$ cat src/rtl/mem_walker_stride_nd.sv
// mem_walker_stride_nd: nested-loop strided address generator with per-group stride/iteration tables
module mem_walker_stride_nd #(
  parameter int ADDR_WIDTH    = 48,
  parameter int ADDR_STRIDE_W = 16,
  parameter int ITER_W        = 16,
  parameter int LOOP_ID_W     = 3,
  parameter int GROUP_ID_W    = 2
) (
  input  logic                     clk,
  input  logic                     reset,
  input  logic [GROUP_ID_W-1:0]    cfg_group_id,
  input  logic [LOOP_ID_W-1:0]     cfg_loop_id,
  input  logic                     cfg_stride_v,
  input  logic [ADDR_STRIDE_W-1:0] cfg_stride,
  input  logic                     cfg_iter_v,
  input  logic [ITER_W-1:0]        cfg_iter,
  input  logic                     start,
  input  logic [GROUP_ID_W-1:0]    start_group_id,
  input  logic [LOOP_ID_W:0]       start_num_loops,
  input  logic [ADDR_WIDTH-1:0]    base_addr,
  input  logic                     abort,
  output logic [ADDR_WIDTH-1:0]    addr_out,
  output logic                     addr_out_valid,
  input  logic                     addr_out_ready,
  output logic                     addr_out_last,
  output logic                     busy,
  output logic                     done
);
  localparam int NL = 2 ** LOOP_ID_W;
  localparam int NG = 2 ** GROUP_ID_W;
  typedef enum logic {IDLE, RUN} state_t;
  state_t state, state_nxt;
  logic [ADDR_STRIDE_W-1:0] stride [NG][NL];
  logic [ITER_W-1:0]        iter   [NG][NL];
  logic [ITER_W-1:0]        count  [NL];
  logic [ADDR_WIDTH-1:0]    lvl    [NL];
  logic [GROUP_ID_W-1:0]    grp;
  logic [LOOP_ID_W:0]       nl, n_start;
  logic [LOOP_ID_W-1:0]     sel;
  logic [ADDR_WIDTH-1:0]    nxt_addr;
  logic                     found, hs, go, step, fin, cfg_ok, done_r;
  assign go       = state == IDLE && start;
  assign hs       = state == RUN && addr_out_ready;
  assign step     = hs && !abort && found;
  assign fin      = hs && !abort && !found;
  assign cfg_ok   = !(state == RUN && cfg_group_id == grp);
  assign n_start  = start_num_loops == '0 ? (LOOP_ID_W+1)'(1) :
                    start_num_loops > (LOOP_ID_W+1)'(NL) ? (LOOP_ID_W+1)'(NL) : start_num_loops;
  assign nxt_addr = lvl[sel] + ADDR_WIDTH'(signed'(stride[grp][sel]));
  // lowest active loop that still has iterations left; none found means this is the last address
  always_comb begin
    found = 1'b0;
    sel   = '0;
    for (int i = 0; i < NL; i++)
      if (!found && (LOOP_ID_W+1)'(i) < nl && count[i] < iter[grp][i]) begin
        found = 1'b1;
        sel   = LOOP_ID_W'(i);
      end
  end
  always_ff @(posedge clk or negedge reset)
    if (!reset) state <= IDLE;
    else        state <= state_nxt;
  always_comb
    state_nxt = state == IDLE ? (start ? RUN : IDLE) : (abort || fin) ? IDLE : RUN;
  always_comb begin
    busy           = state == RUN;
    addr_out_valid = state == RUN;
    addr_out_last  = state == RUN && !found;
    addr_out       = lvl[0];
    done           = done_r;
  end
  always_ff @(posedge clk or negedge reset)
    if (!reset) begin
      done_r <= 1'b0;
      grp    <= '0;
      nl     <= '0;
      for (int g = 0; g < NG; g++)
        for (int i = 0; i < NL; i++) begin
          stride[g][i] <= '0;
          iter[g][i]   <= '0;
        end
      for (int i = 0; i < NL; i++) begin
        count[i] <= '0;
        lvl[i]   <= '0;
      end
    end else begin
      done_r <= fin;
      if (cfg_stride_v && cfg_ok) stride[cfg_group_id][cfg_loop_id] <= cfg_stride;
      if (cfg_iter_v && cfg_ok)   iter[cfg_group_id][cfg_loop_id]   <= cfg_iter;
      if (go) begin
        grp <= start_group_id;
        nl  <= n_start;
        for (int i = 0; i < NL; i++) begin
          count[i] <= '0;
          lvl[i]   <= base_addr;
        end
      end else if (step)
        for (int i = 0; i < NL; i++)
          if (LOOP_ID_W'(i) == sel) begin
            count[i] <= count[i] + ITER_W'(1);
            lvl[i]   <= nxt_addr;
          end else if (LOOP_ID_W'(i) < sel) begin
            count[i] <= '0;
            lvl[i]   <= nxt_addr;
          end
    end
endmodule

$ cat config.mk
export PLATFORM = sky130hd
export DESIGN_NAME = mem_walker_stride_nd
export DESIGN_NICKNAME = d
export VERILOG_FILES = /design/src/rtl/mem_walker_stride_nd.sv
export SDC_FILE = /design/constraint.sdc
export NUM_CORES = 2
export LEC_CHECK = 0
export ABC_AREA = 0
export CORE_UTILIZATION = 40
export CTS_BUF_LIST = sky130_fd_sc_hd__clkbuf_16
export CTS_CLUSTER_SIZE = 14
export DETAILED_ROUTE_END_ITERATION = 6
export PLACE_DENSITY = 0.63
export SETUP_SLACK_MARGIN = 0.4
export SLEW_MARGIN = 5
export SYNTH_ARGS = -nofsm -noshare
export SYNTH_HDL_FRONTEND = slang
export SYNTH_SLANG_ARGS = --single-unit
$ cat constraint.sdc
create_clock -name clk -period 13.4 [get_ports clk]
set_clock_uncertainty 0.1 [all_clocks]
set_input_delay 2.01 -clock clk [delete_from_list [all_inputs] [get_ports clk]]
set_output_delay 2.01 -clock clk [all_outputs]
set_load 0.05 [all_outputs]
== Word-level counts from Yosys, hierarchy flattened ==
Index checks and enable logic that the tools add are counted.

* Register bits after elaboration: 1544
* Input bits: 98
* Output and inout port bits: 52
* Word-level logic and storage cells: 267

* $add $sub $neg: 9
* Magnitude comparators: 31
* Equal/unequal tests: 8
* Mux-type cells: 74
* Bitwise logic cells: 5
* Reduce and logical (&&, ||, !) cells: 56

{| class="wikitable"
|+ Operator list
! cell !! number
|-
| bitwise mux 512 bit || 2
|-
| two-way mux 128 bit || 7
|-
| two-way mux 48 bit || 18
|-
| two-way mux 384 bit || 2
|-
| binary-select mux 128 bit (select 2 bit) || 2
|-
| two-way mux 16 bit || 19
|-
| demux 128 bit (select 2 bit) || 1
|-
| binary-select mux 48 bit (select 3 bit) || 1
|-
| adder 16 x 1 -> 16 bit (second input constant) || 8
|-
| < comparator 16 bit || 8
|-
| adder 48 bit || 1
|-
| binary-select mux 16 bit (select 3 bit) || 1
|-
| demux 16 bit (select 3 bit) || 1
|-
| logical AND 1 bit || 26
|-
| nonzero test 3 bit || 8
|-
| < comparator 3 x 4 -> 1 bit (first input constant) || 4
|-
| AND reduction 2 bit || 8
|-
| == test 3 bit (first input constant) || 4
|-
| < comparator 3 bit (first input constant) || 4
|-
| two-way mux 1 bit || 12
|-
| two-way mux 3 bit || 4
|-
| zero test 1 bit || 10
|-
| greater-or-equal comparator 4 bit (second input constant) || 2
|-
| < comparator 1 x 4 -> 1 bit (first input constant) || 2
|-
| 19 further kinds || 28
|}

== Logic depth before layout (Yosys ltp) ==
* Depth in word-level cells: 44
* Gate-level depth with buffers: 38
* Gate-level depth less buffers: 27

== Least setup slack after synthesis ==
Ideal clock, no wire load.

* Path type: register -> register
* Start: register grp[1]
* End: register lvl[287] (netlist name)
* Arrival: 10.216 ns
* Data required time: 13.175 ns
* Setup slack: 2.959 ns
* Cell stages (with the launch flop): 36
* Path buffers: 11
* Period minus slack after synthesis: 10.441 ns
* Cells stage by stage: dfrtp_1 -> buf_2 -> buf_2 -> clkbuf_1 -> clkbuf_1 -> buf_1 -> clkbuf_1 -> clkbuf_1 -> mux4_2 -> inv_1 -> ha_1 -> a21oi_1 -> a21oi_1 -> a2111oi_0 -> o41ai_1 -> a211oi_1 -> nor3_1 -> o21ai_1 -> buf_2 -> buf_2 -> buf_2 -> o21ai_0 -> o21ai_0 -> ha_1 -> clkbuf_1 -> a21o_1 -> a31o_2 -> a31o_2 -> a221oi_1 -> nor3_1 -> nor3_1 -> o22ai_1 -> a221o_1 -> a21oi_1 -> o31ai_4 -> mux2_2

* Word-level cells in the longest chain between the ends: 44
* Elaborated cells on any way between the ends: 70
* Those cells by class: add/sub (1); order compare (9); eq/ne (1); mux (31); bitwise (2); reduce/logical (26)

{| class="wikitable"
|+ Ends and longest elaborated chain
! what !! RTL line !! text
|-
| start: declaration || 37 || <nowiki>logic [GROUP_ID_W-1:0] grp;</nowiki>
|-
| start signal: assignment || 91 || <nowiki>grp <= start_group_id;</nowiki>
|-
| NOT 2 -> 3 bit (not written as such) * || 49, 55 ||
|-
| binary-select mux 128 bit (select 2 bit) || 55 || <nowiki>if (!found && (LOOP_ID_W+1)'(i) < nl && count[i] < iter[grp][i]) begin</nowiki>
|-
| two-way mux 128 bit (not written as such) (2 in a row) || 55 ||
|-
| < comparator 16 bit || 55 ||
|-
| logical AND 1 bit || 55 ||
|-
| two-way mux 1 bit || 55 ||
|-
| zero test 1 bit || 55 ||
|-
| logical AND 1 bit (2 in a row) || 55 ||
|-
| [... 25 more ...] || - ||
|-
| NOT 3 -> 4 bit (not written as such) || 49 || <nowiki>assign nxt_addr = lvl[sel] + ADDR_WIDTH'(signed'(stride[grp][sel]));</nowiki>
|-
| binary-select mux 48 bit (select 3 bit) or binary-select mux 16 bit (select 3 bit) (tied branches) || 49 ||
|-
| two-way mux 48 bit (not written as such) or two-way mux 16 bit (tied branches) (2 in a row) || 49 ||
|-
| adder 48 bit || 49 ||
|-
| two-way mux 48 bit || 102 || <nowiki>end else if (LOOP_ID_W'(i) < sel) begin</nowiki>
|-
| two-way mux 48 bit || 99 || <nowiki>if (LOOP_ID_W'(i) == sel) begin</nowiki>
|-
| two-way mux 384 bit || 97 || <nowiki>end else if (step)</nowiki>
|-
| two-way mux 384 bit || 90 || <nowiki>if (go) begin</nowiki>
|-
| end signal: indexed assignment || 95 || <nowiki>lvl[i] <= base_addr;</nowiki>
|-
| end signal: indexed assignment || 101 || <nowiki>lvl[i] <= nxt_addr;</nowiki>
|-
| end signal: indexed assignment || 104 || <nowiki>lvl[i] <= nxt_addr;</nowiki>
|-
| end: declaration || 36 || <nowiki>logic [ADDR_WIDTH-1:0] lvl [NL];</nowiki>
|}

Mark *: on every way between the ends. The rest lies on a longest branch, timed or not. The select of a mux whose other input is x is not followed.
A chain may end at the register's enable or synchronous reset.

== Worst setup path in the final report ==
* Start: register grp[0]
* End: register lvl (netlist bit addr_out[35])

The elaborated chain is that of the path after synthesis.

==> flow_summary_export.csv <==
group,metric,value,unit
sta,hold_viol,0,
synth,synth_edf_count,0,
power_and_ir_drop,clkPwrFrac,0.208,
sta,rsz0062_at_grt,"no",
worst_setup_path,r2r_end,"addr_out[35]",
clock_tree,cts_resized,0,
worst_setup_path,reg2reg_depth,27,
floorplanning,die_height,438,um
global_route,grt-ovfl-total,0,
power_and_ir_drop,seqPwrFrac,0.325,
synth,yosys_warnings,0,
worst_setup_path,cp_data_arrival_time,10.81,ns
worst_setup_path,rr_startpoint,"grp[0]",
sta,setup_tns,0,ns
run_status,status,"finished clean",
synth,syn_avg_cell_area,11.4,um^2
clock_tree,cts.sinks,1544,
sta,maxSlewViolCount,0,
synth,yosysTopAreaCell,"dfrtp_1",
floorplanning,ios,150,
drt,drc,0,
placed_design,io_buffer_count,149,
power_and_ir_drop,power.density,246,nW/um^2
global_route,grtUsageTotal,0.216,
sta,setup_ws,3.13,ns
power_and_ir_drop,p_int,12.2,mW
power_and_ir_drop,netSwitchingPower,8.62,mW
global_route,grt_pass1_wl,322000,um
synth,async_reset_ff_frac,1.00,
drt,drtPass1Iterations,5,
power_and_ir_drop,sw_frac_of_total,0.413,
floorplanning,die_area,192000,um^2
sta,tightest_slew,1.25,ns
worst_setup_path,cp.required,13.94,ns
placed_design,pre_cts_ws,3.05,ns
clock_tree,clk_path_buf_depth,3,
sta,hold_ws,0.366,ns
drt,wl,207000,um
power_and_ir_drop,leakagePower,37.7,nW
sta,finalSetupViolCount,0,
clock_tree,h-tree-depth,4,
synth,synth_top_area_frac,0.507,
sta,fmax,97.3,MHz
clock_tree,numCtsBuffers,160,
power_and_ir_drop,ir_worst_vdd,0.174,mV
clock_tree,cts_tree,"done",
layout,layout_common_cells,"1542 x dfrtp_1, 1050 x mux2_2, 800 x nand2_1",
synth,ys_ff_latch,1544,
sta,min_period,10.27,ns
global_route,grt_pass1_vias,52864,
placed_design,place.gp.congestion,0.909,
layout,drive_gt1_frac,0.254,
global_route,grt_antenna_before_repair,13,
synth,ys_seq_area_frac,0.507,
drt,vias_per_cell,5.65,
floorplanning,die_width,438,um
worst_setup_path,start_kind,"flip-flop",
clock_tree,post_cts_buffers,0,
global_route,grt_start_max_net_pins,181,
min_path,hold_class,"reg2reg",
clock_tree,path_clk_slew,0.06,ns
drt,drt_iter0_drc,4240,
drt,routedWlPerCell,22.5,um
layout,layout_commonest_cell,"dfrtp_1",
worst_setup_path,path_max_fanout,104,
worst_setup_path,worstSetupEndpointType,"flip-flop",
clock_tree,clock_latency,0.81,ns
layout,fin_nets,6833,
layout,areaGrowthSynthToFinish,11.1,%
sta,relSlewSlack,0.163,
synth,synth_area_leaders,"dfrtp_1 51%, mux2_2 16%, mux4_2 7.5%",
job,max_cap_viol_count,0,
placed_design,dp.final_hpwl,128000,um
clock_tree,cts_hold_buf,0,
clock_tree,cts_root_buf,"clkbuf_16",
floorplanning,start_util,0.404,
drt,ant_nets,0,
synth,syn_area,76200,um^2
synth,ys.flop_type,"dfrtp_1",
floorplanning,rows,159,
worst_setup_path,cp-startpoint,"grp[0]",
sta,fin_crit_sh,0.767,
worst_setup_path,endpoint,"addr_out[35]",
floorplanning,core,188000,um^2
worst_setup_path,criticalPathCategory,"reg2reg",
synth,synth_nets,6932,
worst_setup_path,ff2ff_setup_slack,3.13,ns
synth,synthDistinctLibCells,88,
power_and_ir_drop,comb_power_share,0.467,
drt,vias,51889,
synth,syn_inst,6658,
==> layout make-up <==
type,instances,area [um^2]
Clock buffer,162,4050
Tap cell,2495,3120
Clock inverter,129,980
Inverter,155,582
Multi-Input combinational cell,4435,34700
Timing Repair Buffer,263,2550
Sequential cell,1544,38600
Antenna cell,4,10.0
Fill cell,17091,104000
==> per-layer routing <==
layer  track usage  share of wire
met1         0.288           0.43
met3        0.0312          0.050
met5             0       0.000063
met4        0.0870          0.040
met2         0.354           0.48
==> synthesized netlist by cell type, types with 34 or more instances <==
library cell	n
dfrtp_1	1544
a21o_1	49
nand2b_1	34
xnor2_1	43
clkbuf_1	320
o21ai_0	283
nor2_1	484
ha_1	175
a21oi_1	380
nand4_1	45
buf_4	54
mux2_2	1050
nand2_1	803
inv_1	155
and3_1	79
buf_1	40
mux4_2	254
buf_2	96
nand3_1	336
o21ai_1	40
==> power by group through the flow <==
stage                     logic [mW]  registers [mW]  clock network [mW]
after CTS                       9.69            6.77                4.41
after global routing            10.7            6.95                4.60
after global placement          9.47            6.78                   0
final                           9.74            6.78                4.33
after detailed placement        9.66            6.85                   0
after floorplan                 7.17            6.56                   0
==> worst min-delay path by stage <==
stage                  start  endpoint  slack, ns  cells after the start
detailed placement  lvl[187]  lvl[187]       0.36                      2
finish              lvl[187]  lvl[187]       0.37                      2
CTS                 lvl[187]  lvl[187]       0.37                      2
global route        lvl[187]  lvl[187]       0.40                      2
floorplan           lvl[187]  lvl[187]       0.34                      2
global placement    lvl[187]  lvl[187]       0.35                      2
==> flip-flops by register name, indices dropped and copies added, names as in the netlist <==
signal and cells:
iter 512, stride 512, lvl 336, count 128, addr_out 48, nl 4
grp 2, addr_out_valid 1, done 1
==> logic make-up (layout without fill, tap and decap cells) <==
group | Yosys count | in the layout | synth area share
flip-flops | 1544 | 1544 | 0.507
AND/OR/NAND/NOR | 1899 | 1899 | 0.109
adder cells (fa/ha/maj) | 176 | 176 | 0.0290
other | 0 | 4 | 0
multiplexers | 1334 | 1334 | 0.234
XOR/XNOR | 69 | 69 | 0.00793
AO/OA/AOI/OAI | 957 | 957 | 0.0736
buffers and inverters | 679 | 709 | 0.0388
==> worst max-delay path, cell delays in order (launching register included) <==
cell	delay [ns]
dfrtp_4	0.87
buf_4	0.87
mux4_2	0.60
inv_1	0.07
ha_1	0.23
a21o_1	0.18
a21o_1	0.16
a221oi_1	0.68
a21oi_2	0.31
nor3_1	0.52
o21a_4	0.80
buf_12	0.45
nand2_1	0.11
nand3_1	0.10
nand2_1	0.06
o21ai_0	0.17
ha_1	0.31
a211o_1	0.32
a311o_1	0.33
a22oi_1	0.45
o31ai_1	0.26
a211oi_2	0.45
o21ai_0	0.30
a21oi_1	0.29
o21ai_1	0.12
xor2_1	0.15
mux2i_1	0.54
a21oi_1	0.17
==> through the flow <==
| stage | area [um^2] | utilization | cells | power, mW |
|---|---|---|---|---|
| floorplan | 76200 | - | 6658 | 13.7 |
| global placement | 79600 | 0.423 | 8892 | 16.3 |
| detailed placement | 79600 | 0.423 | 8892 | 16.5 |
| CTS | 84600 | 0.449 | 9183 | 20.9 |
| global route | 84700 | 0.449 | 9186 | 22.2 |
| finish | 84700 | 0.449 | 9187 | 20.9 |
Power figures use the tool's default switching activity.
